<file path="src/rtl/cart_backup_ctrl.sv">
`default_nettype none
// +----------------------------------------------------------------------------+
// | cart_backup_ctrl                                                           |
// | Streams cartridge battery RAM to/from a host-mounted save image by blocks.|
// | Rev 1.0 - initial release                                                  |
// +----------------------------------------------------------------------------+
module cart_backup_ctrl #(
  parameter logic [23:0] ACK_TIMEOUT = 24'hFFFFFF
) (
  input  logic        clk_sys,
  input  logic        reset,
  input  logic        img_mounted,
  input  logic        img_readonly,
  input  logic [63:0] img_size,
  input  logic        has_save,
  input  logic [7:0]  ram_mask_file,
  input  logic        bk_save,
  output logic [31:0] sd_lba,
  output logic        sd_rd,
  output logic        sd_wr,
  input  logic        sd_ack,
  input  logic [7:0]  sd_buff_addr,
  input  logic [15:0] sd_buff_dout,
  input  logic        sd_buff_wr,
  output logic [15:0] sd_buff_din,
  output logic [16:0] bk_addr,
  output logic        bk_wr,
  output logic [15:0] bk_data,
  input  logic [15:0] bk_q,
  output logic        bk_loading,
  output logic        busy,
  output logic        err
);

  typedef enum logic [1:0] {
    IDLE = 2'd0,
    REQ  = 2'd1,
    XFER = 2'd2,
    NEXT = 2'd3
  } state_t;

  localparam logic [23:0] c_tmo_last = ACK_TIMEOUT - 24'd1;

  state_t      r_state;
  state_t      w_state_nxt;
  logic        r_mount_d;
  logic        r_save_d;
  logic        r_mounted;
  logic        r_load_pend;
  logic        r_save_pend;
  logic        r_dir_load;
  logic [7:0]  r_lba;
  logic [7:0]  r_last_lba;
  logic [23:0] r_tmo_cnt;
  logic        r_err;

  logic        w_mount_rise;
  logic        w_save_rise;
  logic        w_start_load;
  logic        w_start_save;
  logic        w_timeout;
  logic        w_advance;
  logic        w_req;
  logic [7:0]  w_img_last;
  logic [7:0]  w_load_last;

  assign w_mount_rise = img_mounted & ~r_mount_d;
  assign w_save_rise  = bk_save & ~r_save_d;

  // A load never reads past the end of the image, even if the cart mask is larger.
  assign w_img_last  = img_size[16:9] - 8'd1;
  assign w_load_last = (ram_mask_file < w_img_last) ? ram_mask_file : w_img_last;

  always_ff @(posedge clk_sys) begin
    if (reset) begin
      r_state <= IDLE;
    end else begin
      r_state <= w_state_nxt;
    end
  end

  always_comb begin
    w_state_nxt  = r_state;
    w_start_load = 1'b0;
    w_start_save = 1'b0;
    w_timeout    = 1'b0;
    w_advance    = 1'b0;
    w_req        = 1'b0;
    case (r_state)
      IDLE: begin
        if (r_load_pend) begin
          w_start_load = 1'b1;
          w_state_nxt  = REQ;
        end else if (r_save_pend) begin
          w_start_save = 1'b1;
          w_state_nxt  = REQ;
        end
      end
      REQ: begin
        if (sd_ack) begin
          w_state_nxt = XFER;
        end else begin
          w_req = 1'b1;
          if (r_tmo_cnt == c_tmo_last) begin
            w_timeout   = 1'b1;
            w_state_nxt = IDLE;
          end
        end
      end
      XFER: begin
        if (!sd_ack) begin
          w_state_nxt = NEXT;
        end
      end
      NEXT: begin
        if (r_lba == r_last_lba) begin
          w_state_nxt = IDLE;
        end else begin
          w_advance   = 1'b1;
          w_state_nxt = REQ;
        end
      end
      default: w_state_nxt = IDLE;
    endcase
  end

  always_ff @(posedge clk_sys) begin
    if (reset) begin
      r_mount_d   <= 1'b0;
      r_save_d    <= 1'b0;
      r_mounted   <= 1'b0;
      r_load_pend <= 1'b0;
      r_save_pend <= 1'b0;
      r_dir_load  <= 1'b0;
      r_lba       <= 8'd0;
      r_last_lba  <= 8'd0;
      r_tmo_cnt   <= 24'd0;
      r_err       <= 1'b0;
    end else begin
      r_mount_d <= img_mounted;
      r_save_d  <= bk_save;
      if (w_mount_rise) begin
        r_mounted <= (img_size != 64'd0);
      end

      // Clear-then-set so an edge landing on the start cycle is not lost.
      if (w_start_load) begin
        r_load_pend <= 1'b0;
      end
      if (w_mount_rise && (img_size != 64'd0) && has_save) begin
        r_load_pend <= 1'b1;
      end
      if (w_start_save) begin
        r_save_pend <= 1'b0;
      end
      if (w_save_rise && has_save && r_mounted && !img_readonly) begin
        r_save_pend <= 1'b1;
      end

      if (w_start_load || w_start_save) begin
        r_lba      <= 8'd0;
        r_dir_load <= w_start_load;
        r_last_lba <= w_start_load ? w_load_last : ram_mask_file;
        r_tmo_cnt  <= 24'd0;
        r_err      <= 1'b0;
      end else if (w_advance) begin
        r_lba     <= r_lba + 8'd1;
        r_tmo_cnt <= 24'd0;
      end else if (w_req) begin
        r_tmo_cnt <= r_tmo_cnt + 24'd1;
      end

      if (w_timeout) begin
        r_err <= 1'b1;
      end
    end
  end

  // Outputs are gated by reset so nothing escapes during the reset cycle itself.
  assign busy        = (r_state != IDLE) & ~reset;
  assign bk_loading  = busy & r_dir_load;
  assign sd_rd       = w_req & r_dir_load & ~reset;
  assign sd_wr       = w_req & ~r_dir_load & ~reset;
  assign err         = r_err & ~reset;
  assign sd_lba      = {24'd0, r_lba};
  assign bk_addr     = {1'b0, r_lba, sd_buff_addr};
  assign bk_data     = sd_buff_dout;
  assign bk_wr       = sd_buff_wr & sd_ack & bk_loading;
  assign sd_buff_din = bk_q;

endmodule
`default_nettype wire

</file>
<file path="config.mk">
export PLATFORM = sky130hd
export DESIGN_NAME = cart_backup_ctrl
export DESIGN_NICKNAME = d
export VERILOG_FILES = /design/src/rtl/cart_backup_ctrl.sv
export SDC_FILE = /design/constraint.sdc
export NUM_CORES = 1
export LEC_CHECK = 0
export CAP_MARGIN = 15
export CORE_ASPECT_RATIO = 0.7
export CORE_MARGIN = 2
export CORE_UTILIZATION = 37
export DETAILED_ROUTE_END_ITERATION = 8
export MAX_ROUTING_LAYER = met4
export PLACE_DENSITY = 0.81
export SYNTH_ARGS = -nofsm -noshare
export SYNTH_HDL_FRONTEND = slang
export SYNTH_SLANG_ARGS = --single-unit
</file>
<file path="constraint.sdc">
create_clock -name clk_sys -period 2.8 [get_ports clk_sys]
set_clock_uncertainty 0.05 [all_clocks]
set_input_delay 0.56 -clock clk_sys [delete_from_list [all_inputs] [get_ports clk_sys]]
set_output_delay 0.56 -clock clk_sys [all_outputs]
set_load 0.01 [all_outputs]
</file>
==> flow_summary_export.csv, run 1 <==
group,metric,value,unit
final_layout,regMostFlops,"r_tmo_cnt",
final_layout,mostFrequentLayoutCells,"clkdlybuf4s50_1 (96), dfxtp_1 (49), nor2_1 (40), buf_4 (30)",
clocking,cts_buffer_depth,2,
worst_hold_path,hold_path.class,"reg2reg",
critical_path,startpoint_type,"primary input",
yosys,synthesis.yosys.warnings,0,
sta,fin_ws,-16.4,ps
final_layout,reg_top3,"r_tmo_cnt x24, r_last_lba x8, r_lba x8",
sta,finalSetupTns,-16.4,ps
sta,max-slew-margin-rel,57.9,%
sta,timing.final.crit_share,101,%
yosys,synthArstFlopShare,0,%
clocking,cts_hold_buf,0,
final_layout,final_util,52.3,%
global_route,grt_usage,20.1,%
yosys,synth.distinct_cells,45,
global_route,grt_max_degree,18,
run,drv_cap,0,
floorplan,die_x,117,um
floorplan,io_pins,207,
placed_design,place_area,0.00416,sq mm
yosys,yosysSeqAreaShare,29.8,%
floorplan,row_count,28,
final_layout,area_growth,35.8,%
floorplan,core_area,0.00855,sq mm
sta,tightest_slew,631,ps
placed_design,place.gp.congestion,0.980,
final_layout,drive_above_1_share,12.8,%
sta,finalSetupViolCount,1,
clocking,cts_root_buf,"clkbuf_16",
placed_design,io_buffer_count,101,
yosys,synthCells,403,
run_status,status,"finished, violations left",
floorplan,die_h,82.9,um
placed_design,dp_worst_setup_slack,-564,ps
critical_path,worstPathMaxFanout,4,
critical_path,crit_required,2930,ps
route,routedWlPerCell,15.9,um
clocking,cts_tree,"done",
clocking,clk_latency,290,ps
yosys,syn_area_per_cell,8.16,sq um
route,first_iter_violations,216,
final_layout,nFillCells,786,
global_route,antenna_found_initial,0,
clocking,clock_sinks,49,
clocking,clkTransAtPathRegs,70,ps
final_layout,seq_area,981,sq um
sta,fmax,355,MHz
critical_path,end_kind,"flip-flop",
final_layout,layout_commonest_cell,"clkdlybuf4s50_1",
route,antenna_left,0,
clocking,htreeDepth,2,
global_route,busiest_layer,"met2",
floorplan,start_util,38.5,%
final_layout,insertedDiodeCount,0,
critical_path,reg2reg_slack,580,ps
yosys,synth_edf_count,0,
final_layout,largest_reg_flops,24,
route,drt-pass1-iter-count,5,
final_layout,multi_input_area,0.00192,sq mm
sta,final_max_slew_viol_count,0,
final_layout,num-nets-final,614,
global_route,grt_util_met3,5.69,%
global_route,grt_pass1_wl,15200,um
clocking,numCtsBuffers,5,
critical_path,critPathKind,"in2reg",
run_status,violations,"negative setup slack",
global_route,grt_pass1_vias,3083,
floorplan,dieArea,0.00967,sq mm
final_layout,final_area,0.00447,sq mm
route,vias_per_cell,5.22,
route,wirelength,9620,um
sta,hold_violations,0,
pwr,power.density,376,mW/mm^2
yosys,ys.flop_type,"dfxtp_1",
route,num_vias,3151,
yosys,syn-cell-area,0.00329,sq mm
global_route,gr-usage-met1,27.0,%
route,drc,0,
global_route,met2_usage,29.4,%
placed_design,dpl.hpwl,7200,um
critical_path,arrival,2940,ps
sta,finalHoldWorstSlack,442,ps
global_route,grt.overflow.total,0,
sta,period_needed,2820,ps
pwr,p_leak,0.00172,uW
pwr,ir_drop,243,uV
yosys,yosys_register_bits,49,
==> power by group <==
part	switching [uW]	internal [uW]
clock network	258	329
logic	169	191
registers	20.0	713
total	447	1230
==> final cells by class <==
cell class / count / share of cell area, %
Clock buffer: 6 / 2.88
Timing Repair Buffer: 132 / 28.1
Multi-Input combinational cell: 288 / 42.9
Clock inverter: 2 / 0.224
Inverter: 7 / 0.588
Tap cell: 120 / 3.36
Sequential cell: 49 / 22.0
==> cell usage after synthesis (6+ instances only) <==
library cell / instances / area (sq um)
xnor2_1: 17 / 149
buf_4: 74 / 556
ha_1: 11 / 138
inv_1: 7 / 26.3
nand4_1: 13 / 81.3
clkbuf_1: 6 / 22.5
nor3_1: 9 / 45.0
dfxtp_1: 49 / 981
a21oi_1: 12 / 60.1
o21ai_0: 10 / 50.1
nor2_1: 41 / 154
nor4_1: 18 / 113
and3_1: 9 / 56.3
nand3_1: 26 / 130
xor2_1: 24 / 210
nand2_1: 24 / 90.1
==> final timing paths <==
| check | to | cells after the start | start |
|---|---|---|---|
| worst min-delay path | r_save_pend$_SDFFE_PP0P_ | 2 | r_mounted$_SDFFE_PP0P_ |
| worst max-delay path | r_last_lba[4]$_SDFFE_PP0P_ | 11 | img_size[9] |
| worst max register to register | r_tmo_cnt[11]$_SDFFE_PP0P_ | 6 | r_state[0]$_SDFFE_PP0P_ |
| worst min register to register | r_save_pend$_SDFFE_PP0P_ | 2 | r_mounted$_SDFFE_PP0P_ |
==> repair_timing <==
item                                    4_1_cts  5_1_grt
setup buffers                                 2        1
pin swaps                                     5        7
endpoints found under the hold margin         0        0
endpoints found under the setup margin        8        9
resized for setup                            17       17
gates cloned                                  0        0
==> kinds of logic (layout without fill, tap and decap cells) <==
family	Yosys count	in the layout	share of synthesized area [%]
simple gates	163	163	26.2
buf+inv	90	147	18.8
flops	49	49	29.8
compound gates	47	47	9.62
xor+xnor	41	41	10.9
fa+ha+maj	11	11	4.18
other cells	1	25	0.114
mux	1	1	0.304
==> worst max-delay path: stages <==
cell and delay, ps:
dlygate4sd2_1 290, nor3_2 260, nand2b_1 130, nor4_1 260, buf_4 180, xnor2_2 70
ha_1 330, nand3_4 110, a211o_1 370, a211o_1 280, o311ai_0 100
==> stage by stage <==
stage	std cells	power, uW
detailed placement	593	1070
floorplan	427	961
CTS	603	1660
finish	604	1680
global route	604	1750
global placement	593	1060
==> routing by layer <==
| metal | vias up | share of wire (%) |
|---|---|---|
| met4 | 0 | 2.0 |
| li1 | 1474 | - |
| met5 | - | 0 |
| met1 | 1504 | 45 |
| met2 | 154 | 45 |
| met3 | 19 | 8.4 |
No activity file was read; power rests on OpenSTA's default activity.
==> run 2: changes to the inputs <==
--- a/config.mk
+++ b/config.mk
@@ -5,13 +5,14 @@
 export SDC_FILE = /design/constraint.sdc
 export NUM_CORES = 1
 export LEC_CHECK = 0
+export ABC_AREA = 1
 export CAP_MARGIN = 15
 export CORE_ASPECT_RATIO = 0.7
 export CORE_MARGIN = 2
-export CORE_UTILIZATION = 37
+export CORE_UTILIZATION = 40
 export DETAILED_ROUTE_END_ITERATION = 8
 export MAX_ROUTING_LAYER = met4
-export PLACE_DENSITY = 0.81
+export PLACE_DENSITY = 0.82
 export SYNTH_ARGS = -nofsm -noshare
 export SYNTH_HDL_FRONTEND = slang
 export SYNTH_SLANG_ARGS = --single-unit
==> flow_summary_export.csv, run 2 <==
group,metric,value,unit
pwr,power.density,346,mW/mm^2
floorplan,row_count,29,
critical_path,slowest_stage,"clkdlybuf4s50_1",
run,drv_cap,0,
global_route,antenna_found_initial,0,
critical_path,arrival,2070,ps
sta,finalSetupViolCount,0,
global_route,grt.overflow.total,0,
critical_path,cp_top_family,"buffers and inverters",
yosys,ys.flop_type,"dfxtp_1",
run_status,status,"finished clean",
yosys,synth_top_area_share,26.0,%
sta,hold_violations,0,
yosys,yosysMostFrequentCell,"nand2_1",
clocking,cts_root_buf,"clkbuf_16",
pwr,p_leak,0.00197,uW
global_route,grt_usage,19.7,%
yosys,synthArstFlopShare,0,%
yosys,synth_edf_count,0,
critical_path,startpoint_type,"primary input",
sta,final_max_slew_viol_count,0,
route,antenna_left,0,
clocking,clock_sinks,49,
final_layout,area_growth,24.7,%
critical_path,worstPathMaxFanout,3,
final_layout,regMostFlops,"r_tmo_cnt",
global_route,grt_pass1_wl,15900,um
route,drc,0,
yosys,synth_top_cells_by_area,"dfxtp_1 (26%), nand2_1 (15%), buf_4 (15%)",
yosys,syn_area_per_cell,6.45,sq um
sta,fmax,373,MHz
final_layout,drive_above_1_share,7.03,%
floorplan,io_pins,207,
route,vias_per_cell,4.80,
global_route,grt_max_degree,14,
yosys,synth_common_cells,"nand2_1 (153), nor2_1 (96), buf_4 (73)",
route,num_vias,3738,
placed_design,dpl.hpwl,8060,um
yosys,syn-cell-area,0.00377,sq mm
yosys,synth.distinct_cells,34,
final_layout,nFillCells,881,
sta,period_needed,2680,ps
final_layout,final_util,51.6,%
yosys,yosysSeqAreaShare,26.0,%
clocking,cts_tree,"done",
sta,timing.final.crit_share,95.6,%
sta,finalSetupTns,0,ps
clocking,clk_latency,290,ps
final_layout,mostFrequentLayoutCells,"nand2_1 (152), clkdlybuf4s50_1 (101), nor2_1 (95), inv_1 (49), dfxtp_1 (49)",
route,routedWlPerCell,12.6,um
yosys,synthesis.yosys.warnings,0,
critical_path,critPathKind,"in2out",
yosys,synthCells,585,
critical_path,cp_common_cell,"clkdlybuf4s50_1",
final_layout,layout_commonest_cell,"nand2_1",
clocking,numCtsBuffers,5,
floorplan,die_h,85.3,um
final_layout,num-nets-final,784,
floorplan,core_area,0.00911,sq mm
clocking,cts_hold_buf,0,
clocking,clkTransAtPathRegs,60,ps
placed_design,place.gp.congestion,0.975,
yosys,yosys_register_bits,49,
floorplan,start_util,41.4,%
sta,tightest_slew,495,ps
critical_path,crit_required,2190,ps
floorplan,dieArea,0.0102,sq mm
pwr,ir_drop,233,uV
final_layout,insertedDiodeCount,0,
global_route,grt_pass1_vias,3437,
route,wirelength,9790,um
worst_hold_path,hold_path.class,"reg2reg",
route,drt-pass1-iter-count,5,
clocking,cts_buffer_depth,2,
sta,finalHoldWorstSlack,387,ps
final_layout,largest_reg_flops,24,
final_layout,reg_top3,"r_tmo_cnt x24, r_last_lba x8, r_lba x8",
sta,max-slew-margin-rel,66.9,%
yosys,yosysTopAreaCell,"dfxtp_1",
route,first_iter_violations,412,
critical_path,crit_buf_inv,3,
placed_design,io_buffer_count,101,
floorplan,die_x,120,um
clocking,htreeDepth,2,
critical_path,crit_chain,"clkdlybuf4s50_1, inv_1, nand2_1, nor2_2, and3_1, clkdlybuf4s50_1",
critical_path,crit_path_max_incr_delay,530,ps
critical_path,end_kind,"primary output",
run 2: cell count changes after synthesis, sizes merged, moves of 12 or more:
cell and delta:
inv +46, nor2 +61, a21oi +12, nand2 +133, nor4 -21, nand3 +15
run 2: area by class of cell:
type	count	area [sq um]	area share (%)
clock buffer	8	136	2.90
inverter	53	199	4.23
multi-input combinational	429	2120	45.0
sequential	49	981	20.9
tap	124	155	3.30
timing repair buffer	115	1120	23.7
run 2: stage by stage:
stage               cell area (sq um)  power (uW)  setup slack, ps  std cells
finish                           4700        1630              122        778
global route                     4700        1710            -99.3        778
CTS                              4700        1640             46.4        778
detailed placement               4560        1060             -101        770
global placement                 4560        1040             23.6        770
floorplan                        3860         965              522        609
run 2: final timing paths:
check	from	to	slack, ps	depth (start not counted)
max	reset	bk_wr	120	6
max reg2reg	r_lba[2]$_SDFFE_PP0P_	r_tmo_cnt[21]$_SDFFE_PP0P_	870	8
min	r_save_d$_SDFF_PP0_	r_save_pend$_SDFFE_PP0P_	390	1
min reg2reg	r_save_d$_SDFF_PP0_	r_save_pend$_SDFFE_PP0P_	390	1
run 2: repair_timing:
action / 4_1_cts / 5_1_grt
resized for setup: 0 / 2
setup buffers: 0 / 0
endpoints found under the setup margin: 0 / 9
run 2: kinds of logic (layout without fill, tap and decap cells):
group                      after synthesis  in the layout  share of synthesized area [%]
xor gates and xnor gates                23             23                           5.34
adders and majority gates               11             11                           3.65
other                                    1             25                         0.0994
buffers and inverters                  131            176                           20.4
and+or+nand+nor                        335            335                           39.4
DFF                                     49             49                           26.0
AOI/OAI and AO/OA                       35             35                           5.08
run 2: per-layer routing:
layer	GRT usage [%]	wire length, um	up-vias	share of wire (%)
li1	-	-	1875	-
met1	26.1	4530	1674	46
met2	28.4	4170	172	43
met3	7.06	937	17	9.6
met4	5.45	157	0	1.6
met5	-	0	-	0
run 2: where the power goes:
part	internal, uW	switching [uW]	total, uW	leakage (uW)
Sequential	711	11.7	722	0.000396
Clock	333	249	582	0.0000652
Combinational	166	159	324	0.00150
Total	1210	420	1630	0.00197
==> run 3: changes to the inputs <==
--- a/config.mk
+++ b/config.mk
@@ -8,11 +8,12 @@
 export ABC_AREA = 1
 export CAP_MARGIN = 15
 export CORE_ASPECT_RATIO = 0.7
-export CORE_MARGIN = 2
+export CORE_MARGIN = 5
 export CORE_UTILIZATION = 40
 export DETAILED_ROUTE_END_ITERATION = 8
 export MAX_ROUTING_LAYER = met4
 export PLACE_DENSITY = 0.82
+export REMOVE_ABC_BUFFERS = 1
 export SYNTH_ARGS = -nofsm -noshare
 export SYNTH_HDL_FRONTEND = slang
 export SYNTH_SLANG_ARGS = --single-unit
==> flow_summary_export.csv, run 3 (synthesis results as in run 2) <==
group,metric,value,unit
pwr,p_leak,0.00199,uW
floorplan,dieArea,0.0115,sq mm
placed_design,place.gp.congestion,0.923,
critical_path,crit_required,2190,ps
critical_path,startpoint_type,"primary input",
route,vias_per_cell,4.87,
route,num_vias,3785,
floorplan,row_count,29,
final_layout,area_growth,25.7,%
critical_path,worstPathMaxFanout,2,
final_layout,layout_commonest_cell,"nand2_1",
run,drv_cap,0,
final_layout,stdcell_count,778,
sta,finalSetupTns,0,ps
final_layout,num-nets-final,784,
route,dr_wl_met2,5200,um
clocking,clock_sinks,49,
global_route,antenna_found_initial,0,
route,first_iter_violations,258,
sta,finalHoldWorstSlack,373,ps
critical_path,end_kind,"primary output",
floorplan,start_util,41.3,%
run_status,status,"finished clean",
sta,final_max_slew_viol_count,0,
sta,rsz0062_at_grt,"no",
placed_design,dp_cells,770,
clocking,cts_root_buf,"clkbuf_16",
clocking,cts_buffer_depth,2,
pwr,ir_drop,214,uV
clocking,clkTransAtPathRegs,70,ps
final_layout,nFillCells,883,
floorplan,die_h,91.3,um
global_route,grt.overflow.total,0,
placed_design,io_buffer_count,101,
sta,hold_violations,0,
route,wl_met3,2760,um
final_layout,largest_reg_flops,24,
global_route,grt_usage,22.6,%
worst_hold_path,hold_path.class,"reg2reg",
final_layout,drive_above_1_share,7.34,%
sta,finalSetupViolCount,0,
critical_path,critPathKind,"in2out",
final_layout,mostFrequentLayoutCells,"nand2_1 (152), clkdlybuf4s50_1 (101), nor2_1 (96), inv_1 (49), dfxtp_1 (49)",
floorplan,io_pins,207,
global_route,grt_pass1_vias,3603,
route,wl_met1,4850,um
final_layout,insertedDiodeCount,0,
pwr,power.density,369,mW/mm^2
floorplan,die_x,126,um
critical_path,arrival,2050,ps
route,wirelength,12900,um
route,drt-pass1-iter-count,5,
final_layout,regMostFlops,"r_tmo_cnt",
route,routedWlPerCell,16.6,um
sta,fmax,377,MHz
clocking,htreeDepth,2,
sta,period_needed,2660,ps
route,drc,0,
clocking,cts_hold_buf,0,
floorplan,core_area,0.00914,sq mm
sta,timing.final.crit_share,94.8,%
route,antenna_left,0,
final_layout,reg_top3,"r_tmo_cnt x24, r_last_lba x8, r_lba x8",
clocking,cts_tree,"done",
placed_design,dpl.hpwl,11000,um
route,highest_layer,"met4",
global_route,grt_pass1_wl,19900,um
clocking,clk_latency,290,ps
global_route,grt_max_degree,23,
clocking,numCtsBuffers,5,
pwr,total_power,1750,uW
==> run 3: power breakdown <==
| part | switching, uW | internal, uW |
|---|---|---|
| Combinational | 155 | 166 |
| Sequential | 11.7 | 710 |
| Clock | 258 | 446 |
==> run 3: area by class of cell <==
| class | instances | area (sq um) | area share (%) |
|---|---|---|---|
| multi-input combinational | 429 | 2110 | 44.6 |
| timing repair buffer | 115 | 1120 | 23.5 |
| sequential | 49 | 981 | 20.7 |
| inverter | 53 | 199 | 4.20 |
| tap | 124 | 155 | 3.27 |
| clock buffer | 6 | 139 | 2.93 |
| clock inverter | 2 | 37.5 | 0.792 |
==> run 3: through the flow <==
stage / cell area (sq um) / setup slack, ps / utilization (%)
2_1_floorplan: 3290 / 523 / -
3_3_place_gp: 4560 / 45.9 / 49.9
3_5_place_dp: 4560 / -113 / 49.9
4_1_cts: 4740 / 152 / 51.8
5_1_grt: 4740 / 33.3 / 51.8
6_report: 4740 / 145 / 51.8
==> run 3: per-layer routing <==
metal	track usage, %	up-vias
met1	24.6	1702
met4	2.95	0
met5	-	-
li1	-	1875
met3	21.4	10
met2	30.9	198
==> run 3: worst paths after layout <==
kind                              start                         to  slack (ps)  cells past startpoint
hold reg to reg     r_save_d$_SDFF_PP0_   r_save_pend$_SDFFE_PP0P_         370                      1
hold / removal      r_save_d$_SDFF_PP0_   r_save_pend$_SDFFE_PP0P_         370                      1
setup / recovery                 sd_ack                      sd_wr         140                      5
setup reg to reg  r_lba[3]$_SDFFE_PP0P_  r_tmo_cnt[6]$_SDFFE_PP0P_         840                      8
==> run 3: timing repair <==
action,4_1_cts,5_1_grt
resized for setup,0,1
setup endpoints to repair,0,8
setup buffers,0,0
==> run 3: critical path: stages <==
cell	delay, ps
clkdlybuf4s50_1	480
nor3_4	200
nand2_1	110
nor2_1	130
clkdlybuf4s50_1	560
